==> src/rtl/bram_tdp_cfg.sv <==
// -----------------------------------------------------------------------------
// bram_tdp_cfg
//   Single-clock true dual-port block RAM with:
//     - selectable same-port write mode (read-first / write-first / no-change)
//     - per-byte write enables
//     - optional output register stage (read latency 1 or 2)
//     - power-up zeroing sweep (ready_o low until every word is cleared)
//     - deterministic same-address cross-port collision handling
//
// Ports
//   clk_i        clock, all logic on the rising edge
//   rst_i        synchronous reset, active-high
//   ready_o      1 once the init sweep is done; accesses ignored while 0
//   enX_i        port X access enable
//   weX_i        port X byte write enables (all zero = read)
//   addrX_i      port X word address
//   dataX_i      port X write data
//   dataX_o      port X read data (holds when there is no access)
//   validX_o     port X read-data valid, single-cycle pulse
//   collision_o  pulse on a same-address conflict involving a write,
//                aligned with the valid pulses
// -----------------------------------------------------------------------------
module bram_tdp_cfg #(
  parameter int DATA_WIDTH = 32,
  parameter int NUM_WORDS  = 32,
  parameter int BYTE_WIDTH = 8,
  parameter int WRITE_MODE = 0,  // 0 read-first, 1 write-first, 2 no-change
  parameter int OUT_REG    = 0,
  parameter int INIT_ZERO  = 1,
  localparam int NUM_BYTES = DATA_WIDTH / BYTE_WIDTH,
  localparam int AW        = $clog2(NUM_WORDS)
) (
  input  logic                  clk_i,
  input  logic                  rst_i,
  output logic                  ready_o,
  input  logic                  enA_i,
  input  logic [NUM_BYTES-1:0]  weA_i,
  input  logic [AW-1:0]         addrA_i,
  input  logic [DATA_WIDTH-1:0] dataA_i,
  output logic [DATA_WIDTH-1:0] dataA_o,
  output logic                  validA_o,
  input  logic                  enB_i,
  input  logic [NUM_BYTES-1:0]  weB_i,
  input  logic [AW-1:0]         addrB_i,
  input  logic [DATA_WIDTH-1:0] dataB_i,
  output logic [DATA_WIDTH-1:0] dataB_o,
  output logic                  validB_o,
  output logic                  collision_o
);

  localparam logic [0:0]  ST_INIT  = 1'b0;
  localparam logic [0:0]  ST_READY = 1'b1;
  localparam logic [AW:0] DEPTH    = (AW+1)'(NUM_WORDS);
  localparam logic [AW-1:0] LAST   = AW'(NUM_WORDS - 1);

  // Overlay the enabled byte lanes of wr onto base.
  function automatic logic [DATA_WIDTH-1:0] merge(
    input logic [DATA_WIDTH-1:0] base,
    input logic [DATA_WIDTH-1:0] wr,
    input logic [NUM_BYTES-1:0]  we
  );
    merge = base;
    for (int k = 0; k < NUM_BYTES; k++)
      if (we[k]) merge[k*BYTE_WIDTH +: BYTE_WIDTH] = wr[k*BYTE_WIDTH +: BYTE_WIDTH];
  endfunction

  logic [DATA_WIDTH-1:0] mem [NUM_WORDS];

  logic [0:0]    state;
  logic [AW-1:0] cnt;
  logic          init_wr;

  // ---------------------------------------------------------------------------
  // Init sweep FSM
  // ---------------------------------------------------------------------------
  // NOTE: sequential state uses non-blocking assignments so every register
  // samples pre-edge values, independent of block ordering.
  always_ff @(posedge clk_i) begin
    if (rst_i) begin
      state <= ST_INIT;
      cnt   <= '0;
    end else if (state == ST_INIT) begin
      if (INIT_ZERO == 0 || cnt == LAST) state <= ST_READY;
      else                                cnt   <= cnt + AW'(1);
    end
  end

  assign ready_o = (state == ST_READY);
  assign init_wr = (INIT_ZERO != 0) && (state == ST_INIT) && !rst_i;

  // ---------------------------------------------------------------------------
  // Access decode
  // ---------------------------------------------------------------------------
  logic acc_a, acc_b, wr_a, wr_b, in_a, in_b, same_addr, coll;
  logic [DATA_WIDTH-1:0] old_a, old_b;

  assign acc_a = enA_i & ready_o;
  assign acc_b = enB_i & ready_o;
  assign wr_a  = acc_a & (|weA_i);
  assign wr_b  = acc_b & (|weB_i);
  assign in_a  = ({1'b0, addrA_i} < DEPTH);
  assign in_b  = ({1'b0, addrB_i} < DEPTH);
  assign old_a = in_a ? mem[addrA_i] : '0;
  assign old_b = in_b ? mem[addrB_i] : '0;

  // Only in-range addresses can conflict; out-of-range writes are dropped.
  assign same_addr = acc_a & acc_b & in_a & in_b & (addrA_i == addrB_i);
  assign coll      = same_addr & ((wr_a & wr_b) ? |(weA_i & weB_i) : (wr_a | wr_b));

  // Per-port response: data to present and whether the output updates.
  logic [DATA_WIDTH-1:0] rd_a, rd_b;
  logic                  upd_a, upd_b;

  // NOTE: every combinational output gets a default first, so no path
  // leaves a signal unassigned and no latch is inferred.
  always_comb begin
    rd_a  = old_a;
    rd_b  = old_b;
    upd_a = acc_a;
    upd_b = acc_b;
    if (WRITE_MODE == 1) begin
      // Own lanes over the old word; the other port's same-cycle write is not
      // visible, matching the "reader sees old data" rule for cross-port.
      if (wr_a) rd_a = in_a ? merge(old_a, dataA_i, weA_i) : '0;
      if (wr_b) rd_b = in_b ? merge(old_b, dataB_i, weB_i) : '0;
    end else if (WRITE_MODE == 2) begin
      if (wr_a) upd_a = 1'b0;
      if (wr_b) upd_b = 1'b0;
    end
  end

  // ---------------------------------------------------------------------------
  // Storage. Port A's lanes are written last so A wins per lane on a
  // same-address double write, while B's non-overlapping lanes survive.
  // ---------------------------------------------------------------------------
  // NOTE: the array has no reset; clearing it is the job of the init sweep,
  // which keeps it mappable to block RAM.
  always_ff @(posedge clk_i) begin
    if (init_wr) mem[cnt] <= '0;
    if (wr_b && in_b)
      for (int k = 0; k < NUM_BYTES; k++)
        if (weB_i[k]) mem[addrB_i][k*BYTE_WIDTH +: BYTE_WIDTH] <= dataB_i[k*BYTE_WIDTH +: BYTE_WIDTH];
    if (wr_a && in_a)
      for (int k = 0; k < NUM_BYTES; k++)
        if (weA_i[k]) mem[addrA_i][k*BYTE_WIDTH +: BYTE_WIDTH] <= dataA_i[k*BYTE_WIDTH +: BYTE_WIDTH];
  end

  // ---------------------------------------------------------------------------
  // First output stage
  // ---------------------------------------------------------------------------
  logic [DATA_WIDTH-1:0] data_a_q, data_b_q;
  logic                  valid_a_q, valid_b_q, coll_q;

  always_ff @(posedge clk_i) begin
    if (rst_i) begin
      data_a_q  <= '0;
      data_b_q  <= '0;
      valid_a_q <= 1'b0;
      valid_b_q <= 1'b0;
      coll_q    <= 1'b0;
    end else begin
      valid_a_q <= upd_a;
      valid_b_q <= upd_b;
      coll_q    <= coll;
      if (upd_a) data_a_q <= rd_a;
      if (upd_b) data_b_q <= rd_b;
    end
  end

  // ---------------------------------------------------------------------------
  // Optional second stage: always advances; holding data is inherited from
  // the first stage, which only loads on an access.
  // ---------------------------------------------------------------------------
  if (OUT_REG != 0) begin : g_out_reg
    logic [DATA_WIDTH-1:0] data_a_q2, data_b_q2;
    logic                  valid_a_q2, valid_b_q2, coll_q2;

    always_ff @(posedge clk_i) begin
      if (rst_i) begin
        data_a_q2  <= '0;
        data_b_q2  <= '0;
        valid_a_q2 <= 1'b0;
        valid_b_q2 <= 1'b0;
        coll_q2    <= 1'b0;
      end else begin
        data_a_q2  <= data_a_q;
        data_b_q2  <= data_b_q;
        valid_a_q2 <= valid_a_q;
        valid_b_q2 <= valid_b_q;
        coll_q2    <= coll_q;
      end
    end

    assign dataA_o     = data_a_q2;
    assign dataB_o     = data_b_q2;
    assign validA_o    = valid_a_q2;
    assign validB_o    = valid_b_q2;
    assign collision_o = coll_q2;
  end else begin : g_no_out_reg
    assign dataA_o     = data_a_q;
    assign dataB_o     = data_b_q;
    assign validA_o    = valid_a_q;
    assign validB_o    = valid_b_q;
    assign collision_o = coll_q;
  end

endmodule

==> config.mk <==
export PLATFORM = sky130hd
export DESIGN_NAME = bram_tdp_cfg
export DESIGN_NICKNAME = d
export VERILOG_FILES = /design/src/rtl/bram_tdp_cfg.sv
export SDC_FILE = /design/constraint.sdc
export NUM_CORES = 2
export LEC_CHECK = 0
export ABC_AREA = 1
export CORE_MARGIN = 1.5
export CORE_UTILIZATION = 40
export CTS_CLUSTER_DIAMETER = 40
export CTS_CLUSTER_SIZE = 8
export DETAILED_ROUTE_END_ITERATION = 6
export HOLD_SLACK_MARGIN = 0.02
export PLACE_DENSITY = 0.6
export SYNTH_ARGS = -nofsm -noshare
export SYNTH_HDL_FRONTEND = slang
export SYNTH_SLANG_ARGS = --single-unit
==> constraint.sdc <==
create_clock -name clk_i -period 2.4 [get_ports clk_i]
set_input_delay 0.24 -clock clk_i [delete_from_list [all_inputs] [get_ports clk_i]]
set_output_delay 0.24 -clock clk_i [all_outputs]
set_load 0.01 [all_outputs]
==> results.md <==
- Max-slew violations: 0
- Layout Skew: about 0.042 ns
- Depth of the CTS H-tree: 4
- Ys async rst share: 0%
- EDFF count, synth: ~1000
- Initial antenna violation count: 6
- DIE AREA: around 170000 um2
- Static Leakage: approximately 32 nW
- Synth Register Bits: 1097
- Synth top area share: a little under half
- Port bufs: 153
- Layout cells sized above 1: between 10% and 20%
- Post-synth top cells: 3963 x nand2_1, 1052 x o21ai_0, 1024 x edfxtp_1, 993 x nand3_1, 503 x clkbuf_1
- First-pass GRT wire length: 412000 um
- Routed length per placed instance: about 25 um
- DR DRC count: 0
- Sequential area share after synthesis: 49.5%
- Most frequent cell after synthesis: nand2_1
- CTS sink count: roughly 1100
- P_int: a little over 40 mW
- GR Util All Layers: between 30% and 40%
- Leading area contributor after synthesis: edfxtp_1
- Distinct cell type count after synthesis: 33
- Outcome: completed
- CP Data Arrival Time: just under 3 ns
- Ports: 154
- ANT nets after route: 0
- Top_reg_cell synth: edfxtp_1
- Drt first pass iters: 7
- Nets@finish: 9192
- Die W: 406 um
- Max clock buf depth: 3
- Drt initial violations: 9643
- Cell area after layout: 83300 um2
- Row Count: between 100 and 150
- Syn_nets: approximately 8800
- Startpoint Class: flip-flop
- Worst Path Class, Setup: reg -> reg
- Number of setup violations in the final report: 0
- Sequential share of power: a little under two fifths
- Setup TNS: 0 ns
- Worst Setup End Kind: flip-flop
- Maximum VDD drop: 0.000789 V
- Max Fanout on Critical Path: 12
- Synth warn: 0
- Hold Fails Final Rpt: 0
- HPWL after DPL: ~190000 um
- Initial Util: 40.4%
- Post-DP Area: between 70000 and 80000 um2
- Core area: around 160000 um2
- Filler cell count in the final layout: between 10000 and 15000
- Largest net degree at the start of global routing: 88
- Pwr dens: between 600 and 700 nW/um2
- Critical Path RT: slightly below 3 ns
- DR vias: 66481
- Hold slack: about 0.10 ns
- Clock slew at reported path FFs: about 0.050 ns
- Crit path time final: around 2.4 ns
- Worst slew margin: 33.9%
- Clk root buf: clkbuf_16
- CTS tree: built
- Synth Instances: about 8700
- Global placement routability congestion: between 0.9 and 1
- CTS buffer count: 202
- Switch share: between 20% and 30%
- Final worst-path cycle share: 99.2%
- GRT Residual Overflow: 0
- Utilization after layout: between 50% and 60%
- P_sw: 14.1 mW
- Die Y: 406 um
- Worst-Margin Slew: just under 1 ns
- Max_cap viols: 0
- Final wirelength: 285000 um
- Logic pwr share: under 10%
- Worst min-delay path category: in -> reg
- Placed cells: 11054
- Vias/cell: 5.82
- Clock power frac: a little over half
- Synth-to-Final Area Change: 28.0%
- Top area cells in the synthesized netlist: edfxtp_1 47%, nand2_1 23%, o21ai_0 8.1%
- Clk_lat worst skew: between 0.8 and 0.9 ns
- Vias in the first global route: between 60000 and 70000
- Final cell count without fillers: 11421
- Fmax: 0.420 GHz
- Average size of a mapped cell: about 7.5 um2
- Cell area after synthesis: ~65000 um2
final timing paths:
path | startpoint | to | slack [ns] | cells after the start
max | ready_o | mem[12][24] | 0.02 | 13
min | addrB_i[4] | dataB_o[2] | 0.10 | 5
max reg2reg | ready_o | mem[12][24] | 0.02 | 13
min reg2reg | cnt[4] | cnt[4] | 0.52 | 2
worst max-delay path, cell delays in order (launching register included):
cell and delay [ns]:
dfxtp_4 0.40, nand2_1 0.09, inv_2 0.09, nand2_4 0.11
buf_4 0.16, nand2_1 0.05, o21ai_0 0.10, buf_4 0.17
nor2_4 0.10, buf_4 0.17, clkbuf_16 0.27, nand3_1 0.10
nand2_1 0.12, buf_12 0.15
cell type report:
class | count | area [um2] | area share, %
inverters | 232 | 900 | 1.08
well taps | 2160 | 2700 | 3.25
clock buffers | 260 | 5480 | 6.58
clock inverters | 99 | 1470 | 1.77
flip-flops and latches | 1097 | 32200 | 38.7
diodes | 2 | 5.00 | 0.00601
multi-input cells | 6649 | 29000 | 34.9
repair buffers | 922 | 11500 | 13.8
routing by layer:
| metal | global-route usage, % | wire, um | vias up |
|---|---|---|---|
| met3 | 7.81 | 36700 | 857 |
| met2 | 51.3 | 124000 | 4801 |
| met5 | 0 | 43 | - |
| met4 | 17.0 | 15800 | 8 |
| met1 | 45.4 | 108000 | 30907 |
| li1 | - | - | 29908 |
sequential cells by signal, summed over array words and instances (netlist names):
name         count
mem           1024
dataA_o         32
dataB_o         32
cnt              5
collision_o      1
ready_o          1
validA_o         1
validB_o         1
cell families (layout without fill, tap and decap cells):
family / count (synthesis) / after routing / share of synthesized area (%)
buffers and inverters: 977 / 1513 / 6.03
adders and majority gates: 2 / 2 / 0.0385
AOI/OAI and AO/OA: 1125 / 1125 / 8.72
other: 0 / 2 / 0
DFF: 1097 / 1097 / 49.5
xor gates and xnor gates: 2 / 2 / 0.0269
and+or+nand+nor: 5520 / 5520 / 35.7
cell usage in the layout (no fill, tap or decap), types with 40 or more instances in the layout:
cell             count
nand2_1           3959
o21ai_0           1049
edfxtp_1          1024
nand3_1            992
buf_4              435
buf_12             330
nand4_1            252
clkbuf_16          207
inv_1              203
nor2_1             173
clkdlybuf4s50_1    147
dfxtp_1             72
nor2_4              65
clkbuf_1            42
a21oi_1             40
stage by stage:
step,power [mW],worst slack [ns]
global placement,26.3,-0.412
detailed placement,26.3,-0.403
floorplan,23.7,0.247
global route,56.7,-0.0227
CTS,55.4,0.0196
finish,55.5,0.0194
repair_timing:
item,in CTS,in global routing
setup endpoints to repair,668,773
resized for setup,3,11
gates cloned,0,1
setup buffers,1,3
hold buffers,1,0
endpoints found under the hold margin,2,0
pin swaps,0,2
power by group through the flow:
| stage | Sequential [mW] | Combinational (mW) | Clock [mW] |
|---|---|---|---|
| after floorplan | 21.2 | 2.51 | 0 |
| after global placement | 21.2 | 5.08 | 0 |
| after detailed placement | 21.2 | 5.10 | 0 |
| after CTS | 20.9 | 5.13 | 29.4 |
| after global routing | 20.8 | 5.59 | 30.3 |
| final | 20.9 | 5.36 | 29.3 |
Note: power is estimated with default switching activity, not from simulation.
